## config.mk

```make
export PLATFORM = sky130hd
export DESIGN_NAME = game_ctrl
export DESIGN_NICKNAME = d
export VERILOG_FILES = /design/src/rtl/game_ctrl.sv
export SDC_FILE = /design/constraint.sdc
export NUM_CORES = 1
export LEC_CHECK = 0
export ABC_AREA = 1
export ABC_CLOCK_PERIOD_IN_PS = 3500
export BUFFER_PORTS_ARGS = -buffer_cell sky130_fd_sc_hd__buf_2
export CAP_MARGIN = 0
export CORE_ASPECT_RATIO = 1.5
export CORE_MARGIN = 2
export CORE_UTILIZATION = 60
export DETAILED_ROUTE_END_ITERATION = 16
export GPL_ROUTABILITY_DRIVEN = 0
export MAX_ROUTING_LAYER = met4
export PLACE_DENSITY = 0.77
export SLEW_MARGIN = 20
export SYNTH_ARGS = -nofsm -noshare
export SYNTH_HDL_FRONTEND = slang
export SYNTH_SLANG_ARGS = --single-unit
```

## constraint.sdc

```tcl
create_clock -name clk -period 3.5 [get_ports clk]
set_input_delay 0.35 -clock clk [delete_from_list [all_inputs] [get_ports clk]]
set_output_delay 0.35 -clock clk [all_outputs]
set_load 0.05 [all_outputs]
```

## src/rtl/game_ctrl.sv

```systemverilog
// game_ctrl: conditions the start/hit buttons and sequences IDLE/CLEAR/PLAY/OVER for the score counters.
// Define HIT_DEBOUNCE_EN to add a DB_CYCLES debounce filter on both synchronized buttons.
//
// state | meaning
// IDLE  | waiting for the first start press after reset
// CLEAR | one cycle: clear score, load time_left and prescaler
// PLAY  | game running, seconds countdown, hits accepted
// OVER  | time expired, waiting for start to play again

module game_ctrl #(
    parameter int CLK_PER_SEC  = 100000000,
    parameter int GAME_SECONDS = 30,
    parameter int DB_CYCLES    = 1000000
) (
    input  logic       clk,
    input  logic       rst,
    input  logic       btn_start,
    input  logic       btn_hit,
    output logic       gaming,
    output logic       score_zero,
    output logic       increase,
    output logic [5:0] time_left,
    output logic       game_over
);

    localparam int               PRE_W        = $clog2(CLK_PER_SEC);
    localparam logic [PRE_W-1:0] PRE_MAX      = PRE_W'(CLK_PER_SEC - 1);
    localparam logic [5:0]       SECONDS_INIT = 6'(GAME_SECONDS);

    typedef enum logic [1:0] {IDLE, CLEAR, PLAY, OVER} state_t;

    state_t           state;
    logic [PRE_W-1:0] prescale;
    logic             start_s1, start_s2, hit_s1, hit_s2;
    logic             start_lvl, hit_lvl;
    logic             start_prev, hit_prev;
    logic             start_pulse, hit_pulse;

    if (CLK_PER_SEC < 2 || GAME_SECONDS < 1 || GAME_SECONDS > 63 || DB_CYCLES < 1) begin : g_param_check
        $error("game_ctrl: parameter out of range");
    end

    always_ff @(posedge clk) begin
        if (rst) begin
            start_s1 <= 1'b0;
            start_s2 <= 1'b0;
            hit_s1   <= 1'b0;
            hit_s2   <= 1'b0;
        end else begin
            start_s1 <= btn_start;
            start_s2 <= start_s1;
            hit_s1   <= btn_hit;
            hit_s2   <= hit_s1;
        end
    end

`ifdef HIT_DEBOUNCE_EN
    localparam int              DB_W   = (DB_CYCLES > 1) ? $clog2(DB_CYCLES) : 1;
    localparam logic [DB_W-1:0] DB_MAX = DB_W'(DB_CYCLES - 1);

    logic [DB_W-1:0] start_cnt, hit_cnt;

    // Level follows the input only after DB_CYCLES consecutive cycles of disagreement.
    always_ff @(posedge clk) begin
        if (rst) begin
            start_lvl <= 1'b0;
            hit_lvl   <= 1'b0;
            start_cnt <= '0;
            hit_cnt   <= '0;
        end else begin
            if (start_s2 == start_lvl) begin
                start_cnt <= '0;
            end else if (start_cnt == DB_MAX) begin
                start_lvl <= start_s2;
                start_cnt <= '0;
            end else begin
                start_cnt <= start_cnt + DB_W'(1);
            end
            if (hit_s2 == hit_lvl) begin
                hit_cnt <= '0;
            end else if (hit_cnt == DB_MAX) begin
                hit_lvl <= hit_s2;
                hit_cnt <= '0;
            end else begin
                hit_cnt <= hit_cnt + DB_W'(1);
            end
        end
    end
`else
    assign start_lvl = start_s2;
    assign hit_lvl   = hit_s2;
`endif

    always_ff @(posedge clk) begin
        if (rst) begin
            start_prev  <= 1'b0;
            hit_prev    <= 1'b0;
            start_pulse <= 1'b0;
            hit_pulse   <= 1'b0;
        end else begin
            start_prev  <= start_lvl;
            hit_prev    <= hit_lvl;
            start_pulse <= start_lvl & ~start_prev;
            hit_pulse   <= hit_lvl & ~hit_prev;
        end
    end

    always_ff @(posedge clk) begin
        if (rst) begin
            state     <= IDLE;
            prescale  <= '0;
            time_left <= '0;
        end else begin
            case (state)
                IDLE: begin
                    if (start_pulse) state <= CLEAR;
                end
                CLEAR: begin
                    time_left <= SECONDS_INIT;
                    prescale  <= '0;
                    state     <= PLAY;
                end
                PLAY: begin
                    if (prescale == PRE_MAX) begin
                        prescale <= '0;
                        // Guarded at <=1 so time_left can never wrap below zero.
                        if (time_left <= 6'd1) begin
                            time_left <= '0;
                            state     <= OVER;
                        end else begin
                            time_left <= time_left - 6'd1;
                        end
                    end else begin
                        prescale <= prescale + PRE_W'(1);
                    end
                end
                OVER: begin
                    if (start_pulse) state <= CLEAR;
                end
                default: state <= IDLE;
            endcase
        end
    end

    assign gaming     = (state == PLAY);
    assign score_zero = (state == CLEAR);
    assign game_over  = (state == OVER);
    assign increase   = hit_pulse & (state == PLAY);

endmodule
```

# ---- After elaboration in Yosys (flattened, before gate mapping)
# Index checks and enable logic that the tools add are counted.
dict set report totals {
  elab_cells 40
  register_bits 43
  input_bits 4
  output_inout_bits 10
}
dict set report op_classes {
  bitwise_logic 5
  add_sub_neg 2
  muxes 9
  magnitude_cmp 1
  eq_ne 7
  reduce_logical 5
}
# cell n
set op_table {}
lappend op_table {{case mux 27 bit (2 select lines)} 1}
lappend op_table {{adder 27 x 1 -> 27 bit, second input constant} 1}
lappend op_table {{equality test 27 bit, second input constant} 1}
lappend op_table {{2-to-1 mux 27 bit} 1}
lappend op_table {{2-to-1 mux 6 bit} 2}
lappend op_table {{case mux 6 bit (2 select lines)} 1}
lappend op_table {{less-or-equal comparator 6 x 1 -> 1 bit, second input constant} 1}
lappend op_table {{2-to-1 mux 2 bit} 3}
lappend op_table {{inequality test 2 x 1 -> 1 bit, second input constant} 3}
lappend op_table {{case mux 2 bit (3 select lines)} 1}
lappend op_table {{subtractor 6 x 1 -> 6 bit, second input constant} 1}
lappend op_table {{equality test 2 bit, second input constant} 2}
lappend op_table {{bitwise AND 1 bit} 3}
lappend op_table {{AND reduction 3 bit} 1}
lappend op_table {{equality test 2 x 1 -> 1 bit, second input constant} 1}
lappend op_table {{logical NOT 2 bit} 1}
lappend op_table {{inverter 1 bit} 2}
lappend op_table {{AND reduction 2 bit} 1}
lappend op_table {{nonzero test 2 bit} 1}
lappend op_table {{OR reduction 2 bit} 1}

# ---- Longest topological paths before layout
dict set report depth {
  depth_word 4
  mapped_depth 12
  ltp_nobuf 11
}

# ---- Least setup slack after synthesis
# No wires, ideal clock.
dict set report synth_path {
  path_kind {flip-flop to flip-flop}
  start {register time_left[0]}
  end {register state[0]}
  setup_ns 0.115
  arrival_time_ns 1.791
  path_buffers 0
  period_less_slack_ns 1.906
  path_stages_with_launch 7
  t_required_ns 3.385
  setup_slack_ns 1.594
  cell_sequence {dfxtp_1 inv_1 ha_1 o211ai_1 a21oi_1 a21oi_1 nor2_1}
}
dict set report synth_between {
  elab_chain_cells 3
}
# element line_no
set synth_lines {}
lappend synth_lines {{from (decl)} 22} ;# output logic [5:0] time_left,
lappend synth_lines {{from (signal assigned)} 131} ;# time_left <= time_left - 6'd1;
lappend synth_lines {{less-or-equal comparator 6 x 1 -> 1 bit} 127} ;# if (time_left <= 6'd1) begin
lappend synth_lines {{inequality test 2 x 1 -> 1 bit (no source line)} --}
lappend synth_lines {{AND reduction 3 bit (no source line)} --}
lappend synth_lines {{to (signal assigned)} 129} ;# state <= OVER;
lappend synth_lines {{to (signal assigned)} 138} ;# if (start_pulse) state <= CLEAR;
lappend synth_lines {{to (signal assigned)} 140} ;# default: state <= IDLE;
lappend synth_lines {{to (decl)} 32} ;# state_t state;
# Every way passes these cells.
# A chain may end at the register's enable or synchronous reset.

# ---- Worst setup path after layout
dict set report layout_path {
  start {register state[0]}
  end {register prescale[20]}
}
dict set report layout_between {
  elab_chain_cells 2
  word_cells_on_any_way 4
  classes_between {2 x eq/ne; 1 x mux; 1 x reduce/logical}
}
# element line_no
set layout_lines {}
lappend layout_lines {{from (signal assigned)} 110} ;# state <= IDLE;
lappend layout_lines {{from (signal assigned)} 116} ;# if (start_pulse) state <= CLEAR;
lappend layout_lines {{from (signal assigned)} 121} ;# state <= PLAY;
lappend layout_lines {{equality test 2 bit / equality test 2 x 1 -> 1 bit (equally long branches)} 114} ;# case (state)
lappend layout_lines {{case mux 27 bit (2 select lines) / nonzero test 2 bit (equally long branches)} --}
lappend layout_lines {{to (signal assigned)} 134} ;# prescale <= prescale + PRE_W'(1);
lappend layout_lines {{to (decl)} 33} ;# logic [PRE_W-1:0] prescale;
# Several ways; a longest one is shown, not always the timed one.

==> flow_summary.toml <==
[final_layout]
nFillCells = 374
mostFrequentLayoutCells = "nand2_1 (81), nor2_1 (73), inv_1 (43), dfxtp_1 (43), nand3_1 (30)"
seqCellArea_sq_um = 860.8
fin_nets = 375
drive_gt1_share_pct = 9.589
multiInputGateArea_sq_um = 1306
area_delta_synth_final_pct = 8.237
fin_util_pct = 66.56
mostFrequentLayoutCell = "nand2_1"
layoutNonFillerInstCount = 410
antenna_cells = 0

[drt]
ant_nets = 0
remaining_drc_errors = 0
drt-wirelength-per-cell_um = 13.07
drtIter0Drc = 102
vias = 2207
wl_um = 5359
routed_via_density = 5.383
dr.pass1.iters = 6

[setup_path]
crit_path_top_delay_cell = "dfxtp_1"
slowest_delay_ns = 0.42
crit_required_ns = 3.69
end_kind = "flip-flop"
startpoint_type = "flip-flop"
crit_type = "flip-flop to flip-flop"
path_cells = "inv_1 -> ha_1 -> inv_1 -> nand2_2 -> nor2_2 -> nand3_2 -> nor2_2 -> nand2_1 -> xor2_1 -> nor2_1"
cpLargestDelayFamily = "simple AND/OR/NAND/NOR gates"
path_buf_inv = 2
cp_max_fo = 11
cp_data_arrival_time_ns = 2.50
regToRegSetupSlack_ns = 1.19

[clock_tree]
cts-hold-fix-buffers = 0
numCtsBuffers = 5
clk_pin_slew_ns = 0.09
cts_buffer_depth = 2
cts_sinks = 43
cts_resized = 0
clk-insertion-delay-late_ns = 0.31
cts_root_buf = "clkbuf_8"
cts_tree = "built"
htree_levels = 2
postCtsSetupBuffers = 0

[floorplanning]
die_w_um = 55.32
die_area_sq_um = 4479
rows = 28
chipHeight_um = 80.97
initial_utilization_pct = 61.49
design.core.area_sq_um = 3854
io_pins = 14

[sta]
timing.final.ws_setup_ns = 1.193
tightest_slew_ns = 0.5916
fin_skew_ns = 0.01240
maxSlewViolCount = 0
fin_crit_sh_pct = 65.93
period_minus_slack_ns = 2.307
setup_viol = 0
fmax_ghz = 0.4334
setup_tns_ns = 0
final_hold_viol_count = 0
max_slew_margin_pct = 60.39
rsz0062_at_grt = "false"

[placement]
place_ws_ns = 1.261
placed_cells = 402
dpl.hpwl_um = 3958
port_buffers = 13

[global_routing]
antenna_found_initial = 0
gr-usage-all-layers_pct = 26.53
grt_pass1_vias = 2094
grt_start_max_net_pins = 27
grt_pass1_wl_um = 9163
grt_overflow = 0

[yosys]
synthCells = 350
synth_area_sq_um = 2370
avgSynthCellArea_sq_um = 6.771
seq_area_frac_synth_pct = 36.33
ys_ff_latch = 43
syn-num-nets = 361
yosysWarnings = 0
yosysUniqueCellTypes = 27
async_flop_share_pct = 0
synth_ff_type = "dfxtp_1"
synth_edf_count = 0

[pwr]
powerDensity_nw_per_um2 = 569.1
vdd_ir_drop_max_mv = 0.4607
p_leak_nw = 0.9972

[outcome]
outcome = "finished clean"

[run]
cap_violations = 0

[worst_hold_path]
hp-class = "input pin to flip-flop"
-- synthesized netlist by cell type (2+ instances only) --
cell type	n	share of area [%]
nand2_4	2	0.95
nand2_1	81	13
nor3_1	8	1.7
xor2_1	16	5.9
nor2_1	73	12
a21oi_1	8	1.7
o21ai_0	2	0.42
xnor2_1	4	1.5
inv_1	43	6.8
nor2_2	6	1.6
buf_6	2	0.95
nand3_1	30	6.3
dfxtp_1	43	36
ha_1	7	3.7
nand4_1	11	2.9
buf_2	3	0.63
-- sequential cells by signal, indices dropped and copies added (netlist names) --
signal and flops:
hit_s1 1, start_pulse 1, start_s1 1, start_prev 1, hit_pulse 1, time_left 6, state 2, hit_lvl 1
hit_prev 1, prescale 27, start_lvl 1
-- power by group --
| group | total (mW) | leakage, nW | internal [mW] | switching, mW |
|---|---|---|---|---|
| Clock | 0.404 | 0.0548 | 0.215 | 0.189 |
| Sequential | 0.555 | 0.349 | 0.522 | 0.0327 |
| Combinational | 0.501 | 0.594 | 0.142 | 0.359 |
-- kinds of logic (layout without fill, tap and decap cells) --
logic type / after synthesis / after routing / share of synthesized area (%)
multiplexers: 1 / 1 / 0.4224
flip-flops: 43 / 43 / 36.33
buffers and inverters: 49 / 64 / 8.553
AND/OR/NAND/NOR: 219 / 219 / 41.18
adder cells (fa/ha/maj): 7 / 7 / 3.696
XOR/XNOR: 20 / 20 / 7.391
AO/OA/AOI/OAI: 11 / 11 / 2.429
-- routing by layer --
layer / vias up / global-route usage, % / wire, um
met1: 1009 / 27.64 / 2183
met2: 65 / 50.24 / 2832
met5: - / - / 0
met3: 12 / 3.503 / 225
li1: 1121 / - / -
met4: 0 / 10.49 / 118
-- final timing paths --
kind / start / end / cells past startpoint
max: state[0]$_SDFFE_PP0P_ / prescale[20]$_SDFFE_PP0P_ / 10
min: btn_start / start_s1$_SDFF_PP0_ / 3
max reg2reg: state[0]$_SDFFE_PP0P_ / prescale[20]$_SDFFE_PP0P_ / 10
min reg2reg: start_prev$_SDFF_PP0_ / start_pulse$_SDFF_PP0_ / 1
-- area by class of cell --
cell class	instances	share of cell area, %
Timing Repair Buffer	13	2.537
Clock buffer	5	2.683
Multi-Input combinational cell	258	50.93
Clock inverter	3	1.805
Sequential cell	43	33.56
Inverter	43	6.293
Tap cell	45	2.195
-- worst min-delay path, stage by stage --
cell and delay, ns:
buf_2 0.09, inv_1 0.04, nor2_1 0.03
-- metrics by stage --
stage | cell area [sq um] | total power [mW] | hold slack (ns)
floorplan | 2370 | 0.9937 | 0.3743
CTS | 2565 | 1.461 | 0.2364
global route | 2565 | 1.538 | 0.2418
finish | 2565 | 1.460 | 0.2374
detailed placement | 2450 | 1.067 | 0.3849
global placement | 2450 | 1.052 | 0.3771
(Power assumes the default switching activity.)
